[src/rtl/uart_rx_sampler_if.sv]
// uart_rx_sampler_if: RX FIFO write side (character, strobes, error flags out; fifo_full_i in)
interface uart_rx_sampler_if #(parameter int MDW = 8) ();
  logic [MDW-1:0] rx_data_o;
  logic rx_valid_o;
  logic parity_err_o;
  logic frame_err_o;
  logic break_o;
  logic overrun_o;
  logic fifo_full_i;
  modport master (output rx_data_o, rx_valid_o, parity_err_o, frame_err_o, break_o, overrun_o, input fifo_full_i);
  modport slave (input rx_data_o, rx_valid_o, parity_err_o, frame_err_o, break_o, overrun_o, output fifo_full_i);
endinterface

[src/rtl/uart_rx_sampler.sv]
// uart_rx_sampler: 16x oversampled UART RX deframer; clk_i/rst_n_i, en_i, rx_i, frame config in, busy_o out, wr = FIFO write port
module uart_rx_sampler #(
  parameter int MDW = 8,
  parameter int PW = 16
) (
  input  logic clk_i,
  input  logic rst_n_i,
  input  logic en_i,
  input  logic rx_i,
  input  logic [PW-1:0] prescale_i,
  input  logic [3:0] data_size_i,
  input  logic [2:0] parity_i,
  input  logic stop2_i,
  output logic busy_o,
  uart_rx_sampler_if.master wr
);
  localparam int IW = (MDW > 1) ? $clog2(MDW) : 1;
  typedef enum logic [2:0] {IDLE, START, DATA, PARITY, STOP1, STOP2, BRKWAIT} state_t;
  state_t state_q;
  logic [1:0] sync_q;
  logic prev_q;
  logic [PW-1:0] cnt_q;
  logic [3:0] s_q, n_q;
  logic m7_q, m8_q, par_bit_q, par_err_q, fe1_q;
  logic [MDW-1:0] data_q, rx_data_q;
  logic valid_q, perr_q, ferr_q, brk_q, ovr_q;
  logic rxs, tick, t9, t15, maj, par_en, exp_par, is_brk, emit, emit_fe, full;
  logic [3:0] sz;
  assign rxs = sync_q[1];
  assign full = wr.fifo_full_i;
  assign tick = en_i && cnt_q == prescale_i;
  assign t9 = tick && s_q == 4'd9;
  assign t15 = tick && s_q == 4'd15;
  assign maj = (m7_q & m8_q) | (m7_q & rxs) | (m8_q & rxs);
  assign sz = (data_size_i >= 4'd5 && data_size_i <= 4'(MDW)) ? data_size_i : 4'(MDW);
  assign par_en = parity_i inside {3'd1, 3'd2, 3'd4, 3'd5};
  assign exp_par = parity_i == 3'd1 ? ~^data_q : parity_i == 3'd2 ? ^data_q : parity_i == 3'd5;
  assign is_brk = data_q == '0 && !(par_en && par_bit_q) && !maj;
  assign emit = t9 && (state_q == STOP2 || (state_q == STOP1 && (!stop2_i || is_brk)));
  assign emit_fe = !maj || (state_q == STOP2 && fe1_q);
  assign busy_o = state_q != IDLE;
  assign wr.rx_data_o = rx_data_q;
  assign wr.rx_valid_o = valid_q;
  assign wr.parity_err_o = perr_q;
  assign wr.frame_err_o = ferr_q;
  assign wr.break_o = brk_q;
  assign wr.overrun_o = ovr_q;
  always_ff @(posedge clk_i) begin
    if (!rst_n_i) begin
      sync_q <= 2'b11;
      prev_q <= 1'b1;
      state_q <= IDLE;
      cnt_q <= '0;
      s_q <= '0;
      n_q <= '0;
      m7_q <= 1'b0;
      m8_q <= 1'b0;
      par_bit_q <= 1'b0;
      par_err_q <= 1'b0;
      fe1_q <= 1'b0;
      data_q <= '0;
      rx_data_q <= '0;
      valid_q <= 1'b0;
      perr_q <= 1'b0;
      ferr_q <= 1'b0;
      brk_q <= 1'b0;
      ovr_q <= 1'b0;
    end else begin
      sync_q <= {sync_q[0], rx_i};
      prev_q <= rxs;
      valid_q <= emit && !full;
      perr_q <= emit && !full && par_err_q;
      ferr_q <= emit && !full && emit_fe;
      brk_q <= emit && state_q == STOP1 && is_brk;
      ovr_q <= emit && full;
      if (emit && !full) rx_data_q <= data_q;
      cnt_q <= (!en_i || tick) ? '0 : cnt_q + 1'b1;
      if (tick) s_q <= s_q + 1'b1;
      if (tick && s_q == 4'd7) m7_q <= rxs;
      if (tick && s_q == 4'd8) m8_q <= rxs;
      if (!en_i) begin
        state_q <= IDLE;
        s_q <= '0;
      end else begin
        case (state_q)
          IDLE: if (prev_q && !rxs) begin
            state_q <= START;
            s_q <= '0;
            cnt_q <= '0;
            n_q <= '0;
            data_q <= '0;
            par_err_q <= 1'b0;
            fe1_q <= 1'b0;
          end
          START: if (t9 && maj) state_q <= IDLE; else if (t15) state_q <= DATA;
          DATA: begin
            if (t9) begin
              data_q[n_q[IW-1:0]] <= maj;
              n_q <= n_q + 1'b1;
            end
            if (t15 && n_q == sz) state_q <= par_en ? PARITY : STOP1;
          end
          PARITY: begin
            if (t9) begin
              par_bit_q <= maj;
              par_err_q <= maj != exp_par;
            end
            if (t15) state_q <= STOP1;
          end
          STOP1: if (t9) begin
            fe1_q <= !maj;
            state_q <= is_brk ? BRKWAIT : stop2_i ? STOP1 : IDLE;
          end else if (t15) state_q <= STOP2;
          STOP2: if (t9) state_q <= IDLE;
          BRKWAIT: if (rxs) state_q <= IDLE;
          default: state_q <= IDLE;
        endcase
      end
    end
  end
endmodule

[src/flat_wrapper.sv]
// flat-port wrapper written by rule: the top's interface ports become plain ports
module uart_rx_sampler_flat 
#(
  parameter int MDW = 8,
  parameter int PW = 16
)
  (clk_i, rst_n_i, en_i, rx_i, prescale_i, data_size_i, parity_i, stop2_i, busy_o, wr_rx_data_o, wr_rx_valid_o, wr_parity_err_o, wr_frame_err_o, wr_break_o, wr_overrun_o, wr_fifo_full_i);
  uart_rx_sampler_if #(.MDW(MDW)) wr_i ();
  input  logic clk_i;
  input  logic rst_n_i;
  input  logic en_i;
  input  logic rx_i;
  input  logic [PW-1:0] prescale_i;
  input  logic [3:0] data_size_i;
  input  logic [2:0] parity_i;
  input  logic stop2_i;
  output logic busy_o;
  output wire logic [$bits(wr_i.rx_data_o)-1:0] wr_rx_data_o;
  output wire logic [$bits(wr_i.rx_valid_o)-1:0] wr_rx_valid_o;
  output wire logic [$bits(wr_i.parity_err_o)-1:0] wr_parity_err_o;
  output wire logic [$bits(wr_i.frame_err_o)-1:0] wr_frame_err_o;
  output wire logic [$bits(wr_i.break_o)-1:0] wr_break_o;
  output wire logic [$bits(wr_i.overrun_o)-1:0] wr_overrun_o;
  input wire logic [$bits(wr_i.fifo_full_i)-1:0] wr_fifo_full_i;
  assign wr_rx_data_o = wr_i.rx_data_o;
  assign wr_rx_valid_o = wr_i.rx_valid_o;
  assign wr_parity_err_o = wr_i.parity_err_o;
  assign wr_frame_err_o = wr_i.frame_err_o;
  assign wr_break_o = wr_i.break_o;
  assign wr_overrun_o = wr_i.overrun_o;
  assign wr_i.fifo_full_i = wr_fifo_full_i;
  uart_rx_sampler #(.MDW(MDW), .PW(PW)) u_core (.clk_i(clk_i), .rst_n_i(rst_n_i), .en_i(en_i), .rx_i(rx_i), .prescale_i(prescale_i), .data_size_i(data_size_i), .parity_i(parity_i), .stop2_i(stop2_i), .busy_o(busy_o), .wr(wr_i));
endmodule
[config.mk]
export PLATFORM = sky130hd
export DESIGN_NAME = uart_rx_sampler_flat
export DESIGN_NICKNAME = d
export VERILOG_FILES = /design/src/rtl/uart_rx_sampler_if.sv /design/src/rtl/uart_rx_sampler.sv /design/src/flat_wrapper.sv
export SDC_FILE = /design/constraint.sdc
export NUM_CORES = 1
export LEC_CHECK = 0
export BUFFER_PORTS_ARGS = -buffer_cell sky130_fd_sc_hd__buf_2
export CORE_MARGIN = 4
export CORE_UTILIZATION = 50
export DETAILED_ROUTE_END_ITERATION = 7
export PLACE_DENSITY = 0.71
export SLEW_MARGIN = 5
export SYNTH_ARGS = -nofsm -noshare
export SYNTH_HDL_FRONTEND = slang
export SYNTH_SLANG_ARGS = --single-unit
[constraint.sdc]
create_clock -name clk_i -period 4.36 [get_ports clk_i]
set_input_delay 1.308 -clock clk_i [delete_from_list [all_inputs] [get_ports clk_i]]
set_output_delay 1.308 -clock clk_i [all_outputs]
set_load 0.01 [all_outputs]
==> results of run 1 <==
## power groups by stage
stage / combinational, uW / clock, uW / sequential [uW]
final: 117 / 292 / 530
after global routing: 130 / 322 / 532
after CTS: 117 / 295 / 529
after detailed placement: 117 / 0 / 541
after global placement: 115 / 0 / 541
after floorplan: 87.7 / 0 / 533
## critical path: stages
cell,delay (ps)
buf_2,100
xor2_1,150
nor4_2,400
nand4_4,300
nor4_4,730
mux2i_1,270
nor2b_1,60
## sequential cells by signal, summed over array words and instances (netlist names)
signal	cells
u_core.wr.break_o	1
u_core.par_bit_q	1
u_core.par_err_q	1
u_core.data_q	8
u_core.s_q	4
u_core.state_q	3
u_core.m7_q	1
u_core.wr.rx_data_o	8
u_core.n_q	4
u_core.wr.overrun_o	1
u_core.wr.parity_err_o	1
u_core.cnt_q	16
u_core.m8_q	1
u_core.sync_q	2
u_core.fe1_q	1
u_core.wr.rx_valid_o	1
u_core.wr.frame_err_o	1
u_core.prev_q	1
## per-stage QoR
step	util [%]	setup slack (ps)	hold WS (ps)	power (uW)
6_report	59.0	1250	419	939
5_1_grt	59.0	1080	441	984
4_1_cts	59.0	1210	425	942
3_5_place_dp	57.4	878	399	658
3_3_place_gp	57.4	943	388	656
2_1_floorplan	-	1330	386	620
## final timing paths
check | cells after the start | slack, ps | end | from
max | 7 | 1250 | u_core.wr.rx_data_o[0]$_SDFFE_PN0P_ | prescale_i[5]
min | 1 | 420 | u_core.sync_q[1]$_SDFF_PN1_ | u_core.sync_q[0]$_SDFF_PN1_
max reg2reg | 6 | 1950 | u_core.wr.rx_data_o[0]$_SDFFE_PN0P_ | u_core.cnt_q[9]$_SDFF_PN0_
min reg2reg | 1 | 420 | u_core.sync_q[1]$_SDFF_PN1_ | u_core.sync_q[0]$_SDFF_PN1_
## Yosys cell counts (all sizes together), types with 3 or more instances
library cell / number
or3: 3
nor2: 31
nand4: 6
nand3: 11
a21boi: 6
o21ai: 17
nor2b: 17
o31ai: 4
nor3: 11
o211ai: 5
clkbuf: 10
ha: 9
o311ai: 6
nand2b: 7
and4: 4
and2: 4
nor4: 6
nand2: 18
xnor2: 12
inv: 17
and3: 6
xor2: 25
mux2i: 10
dfxtp: 56
a21oi: 8
## layer usage
layer	wire (um)	track usage, %	vias to the layer above
li1	-	-	1254
met1	2890	23.2	1170
met2	3160	31.7	61
met3	331	2.98	9
met4	110	7.91	0
met5	0	0	-
## kinds of logic after synthesis
group / share of synthesized area (%)
flip-flops: 37.3
AND/OR/NAND/NOR: 26.5
XOR/XNOR: 10.8
multiplexers: 3.33
adder cells (fa/ha/maj): 4.12
buffers and inverters: 3.75
AO/OA/AOI/OAI: 14.2
## layout by cell type (no fill, tap or decap), types with 4 or more instances in the layout
master    netlist  layout
dfxtp_1        56      56
buf_2           0      42
nor2_1         30      30
xor2_1         25      25
nand2_1        18      18
inv_1          17      17
nor2b_1        17      17
o21ai_0        16      16
xnor2_1        12      12
nand3_1        11      11
nor3_1         10      10
mux2i_1        10      10
ha_1            9       9
a21oi_1         8       8
nand2b_1        7       7
and3_1          6       6
o311ai_0        6       6
nand4_1         5       5
o211ai_1        5       5
clkbuf_8        0       5
nor4_4          4       4
and2_1          4       4
and4_1          4       4
a21boi_0        4       4
## cell type report
cell class / instances / share of cell area (%)
tap: 72 / 2.69
multi-input combinational: 250 / 53.0
clock buffer: 6 / 2.17
inverter: 17 / 1.91
sequential: 56 / 33.5
clock inverter: 2 / 0.486
timing repair buffer: 42 / 6.28
==> impl_metrics.toml, run 1 <==
[hold_path]
hp-class = "reg -> reg"

[sta]
finalClockSkew_ps = 6.52
finalCriticalPeriod_ps = 3110
timing.fmax_mhz = 321
fin_setup_tns_ps = 0
finalCritPeriodShare_pct = 71.4
setup_viol = 0
slew_violations = 0
rsz0062_at_grt = "false"
hold_violations = 0
slew_headroom_pct = 52.6
worst-slew-pin-transition_ps = 706

[synth]
ys_async_sr_fraction_pct = 0
yosysTopAreaCellShare_pct = 37.3
synth_cells = 334
ys_types = 55
syn-cell-area_um2 = 3010
ys.flop_type = "dfxtp_1"
avgSynthCellArea_um2 = 9.00
synthTopCellsByArea = "dfxtp_1 (37%), xor2_1 (7.3%), ha_1 (3.7%), nor2_1 (3.7%), nor2b_1 (3.5%)"
synth_top_area_cell = "dfxtp_1"
ys_ff_latch = 56
yosysSeqAreaShare_pct = 37.3
yosys_warnings = 0
syn-num-nets = 372
synth_edf_count = 0

[clock_tree]
cts.sinks = 56
clkLatencyLatePin_ps = 320
post_cts_buffers = 0
postCtsHoldBufs = 0
cts_tree = "built"
clockBufferDepth = 2
cts_max_level = 2
path_clk_slew_ps = 100
post_cts_resized = 0
cts_inserted_buffers = 5
cts-root-buf = "clkbuf_8"

[routing]
num_vias = 2494
totalWireLength_um = 6490
drc = 0
first_pass_iters = 4
first_iter_violations = 114
wire_per_inst_um = 14.6
viasPerCell = 5.60
drtAntennaViolNets = 0

[setup_path]
critPathLaunchType = "input pin"
end_kind = "flip-flop"
worstPathArrival_ps = 3330
crit_path_max_fanout = 15
required_ps = 4580
critPathKind = "in -> reg"

[final_layout]
nNetsFinal = 410
seq_area_um2 = 1120
drive_gt1_share_pct = 17.2
nFillCells = 501
diodes = 0
syn_to_final_growth_pct = 11.3
layoutNonFillerInstCount = 445
multiInputGateArea_um2 = 1770
stdcell_area_um2 = 3350

[die]
io-pin-count = 43
num_rows = 27
initial_core_util_pct = 53.0
die_x_um = 85.5
dieHeight_um = 85.5
core_area_um2 = 5680
dieArea_um2 = 7320

[power]
peakVddDrop_mv = 0.171
leakage_uw = 0.00124
power_density_nw_per_um2 = 281
p_sw_share_pct = 27.4
switching_power_uw = 257
power_frac_seq_pct = 56.4
pwr-share-clk_pct = 31.1
p_int_uw = 682
comb_power_share_pct = 12.4

[placement]
dp_hpwl_um = 4880
dpl_cell_area_um2 = 3260
dp.cells = 437
gp_congestion = 0.845
place.port_buffers = 42

[grt]
grt_overflow_total = 0
grt_use_total_pct = 18.6
grt_pass1_wl_um = 11200
grt_pass1_vias = 2449
grt_max_degree = 26
antenna_found_initial = 0

[run]
cap_violations = 0

[outcome]
outcome = "finished clean"
(Power assumes the default switching activity.)
==> inputs of run 2 (changes only) <==
- clock period: 4.36 -> 3.1 ns (I/O delays scaled with it)
==> run 2 against run 1 <==
Combinational power increased by 40%. Non-clock buffer count grew 6. Sequential cell count did not move. Sequential power up 41%. Clock skew decreased by 0.58 ps. Largest cell class unchanged. Via count decreased by 0.60%. Routed wire length shrank 2.2%. Cell area grew 2.5%. Utilization grew 1.5 points.
==> impl_metrics.toml, run 2 (same netlist as run 1, synthesis figures left out) <==
[outcome]
outcome = "finished clean"

[die]
die_x_um = 85.5
io-pin-count = 43
dieArea_um2 = 7320
core_area_um2 = 5680
initial_core_util_pct = 53.0
num_rows = 27
dieHeight_um = 85.5

[placement]
dpl_cell_area_um2 = 3300
gp_congestion = 0.843
dp.cells = 443
place.port_buffers = 42
dp_hpwl_um = 4960

[routing]
first_iter_violations = 160
wire_per_inst_um = 14.1
viasPerCell = 5.50
num_vias = 2479
drc = 0
drtAntennaViolNets = 0
first_pass_iters = 4
totalWireLength_um = 6350

[sta]
timing.fmax_mhz = 388
slew_violations = 0
slew_headroom_pct = 63.7
worst-slew-pin-transition_ps = 537
fin_setup_tns_ps = 0
hold_violations = 0
finalClockSkew_ps = 5.94
setup_viol = 0
finalCritPeriodShare_pct = 83.1
finalCriticalPeriod_ps = 2580
rsz0062_at_grt = "false"

[clock_tree]
clockBufferDepth = 2
cts_max_level = 2
cts-root-buf = "clkbuf_8"
post_cts_buffers = 0
clkLatencyLatePin_ps = 300
path_clk_slew_ps = 90
cts_inserted_buffers = 5
postCtsHoldBufs = 0
post_cts_resized = 0
cts.sinks = 56
cts_tree = "built"

[setup_path]
critPathMaxStageDelay_ps = 370
worstReg2RegEnd = "u_core.data_q[4]$_SDFFE_PN0P_"
reg2reg_depth = 7
slowest_stage = "nor4_2"
path_buf_inv = 1
end_kind = "flip-flop"
critPathKind = "in -> reg"
cpLargestDelayFamily = "simple AND/OR/NAND/NOR gates"
cp.depth = 8
worstPathArrival_ps = 2790
worstPathCellList = "buf_2 > xor2_1 > nor4_2 > nand4_4 > nor3b_2 > and4_1 > nand2_1 > o31ai_1"
reg2reg_slack_ps = 850
crit_path_max_fanout = 9
critPathLaunchType = "input pin"
required_ps = 3320
r2r-start = "u_core.cnt_q[7]$_SDFF_PN0_"

[final_layout]
largest_reg_flops = 16
stdcell_area_um2 = 3430
mostFrequentLayoutCells = "dfxtp_1 (56), buf_2 (42), nor2_1 (30), xor2_1 (25), nand2_1 (18)"
nNetsFinal = 416
syn_to_final_growth_pct = 14.1
drive_gt1_share_pct = 18.7
layoutNonFillerInstCount = 451
layout_commonest_cell = "dfxtp_1"
utilization_pct = 60.4
largest-register = "u_core.cnt_q"
diodes = 0

[grt]
grt_max_degree = 18
grt_overflow_total = 0
antenna_found_initial = 0
grt_pass1_vias = 2425
grt_pass1_wl_um = 10900
grt_use_total_pct = 18.2

[power]
power_frac_seq_pct = 52.3
p_int_uw = 1080
pwr-share-clk_pct = 36.1
leakage_uw = 0.00129
p_sw_share_pct = 23.9
power_density_nw_per_um2 = 415
comb_power_share_pct = 11.5
switching_power_uw = 340
peakVddDrop_mv = 0.320

[run]
cap_violations = 0

[hold_path]
hp-class = "reg -> reg"
min_to = "u_core.sync_q[1]$_SDFF_PN1_"
worstHoldPathCells = 1
min-delay-start = "u_core.sync_q[0]$_SDFF_PN1_"
run 2: cell types whose count changed in the layout (fill, tap and decap cells not counted):
cell / delta
buf_4: +6
clkinvlp_4: -1
bufinv_16: +1
clkbuf_8: +2
clkbuf_1: -1
clkinv_4: -1
run 2: worst max path at each step:
stage | startpoint | endpoint | slack (ps)
after detailed placement | prescale_i[5] | u_core.n_q[3]$_SDFFE_PN0P_ | 220
final | prescale_i[5] | u_core.data_q[4]$_SDFFE_PN0P_ | 520
after global routing | prescale_i[5] | u_core.n_q[3]$_SDFFE_PN0P_ | 420
after CTS | prescale_i[5] | u_core.n_q[3]$_SDFFE_PN0P_ | 550
after global placement | prescale_i[5] | u_core.n_q[3]$_SDFFE_PN0P_ | 250
after floorplan | prescale_i[5] | u_core.state_q[1]$_SDFFE_PN0P_ | 440
run 2: per-layer routing:
layer | share of wire, % | track usage [%] | wire [um]
met5 | 0 | 0 | 0
met4 | 1.2 | 5.32 | 76
met3 | 3.7 | 3.07 | 236
met2 | 50 | 31.6 | 3160
met1 | 45 | 23.0 | 2880
run 2: cell type report:
type	instances	area [um^2]
fill	530	2250
multi-input combinational	250	1770
sequential	56	1120
timing repair buffer	48	255
clock buffer	7	96.3
tap	72	90.1
inverter	17	63.8
clock inverter	1	30.0
run 2: stage by stage:
| step | power, uW | hold WS, ps | setup WS (ps) |
|---|---|---|---|
| floorplan | 872 | 386 | 445 |
| global placement | 922 | 390 | 254 |
| detailed placement | 925 | 406 | 219 |
| CTS | 1440 | 430 | 550 |
| global route | 1490 | 442 | 423 |
| finish | 1420 | 420 | 524 |
run 2: power groups by stage:
stage	Combinational [uW]	Clock [uW]	Sequential, uW
6_report	164	514	745
4_1_cts	164	532	744
5_1_grt	183	559	748
2_1_floorplan	123	0	749
3_5_place_dp	164	0	761
3_3_place_gp	161	0	761
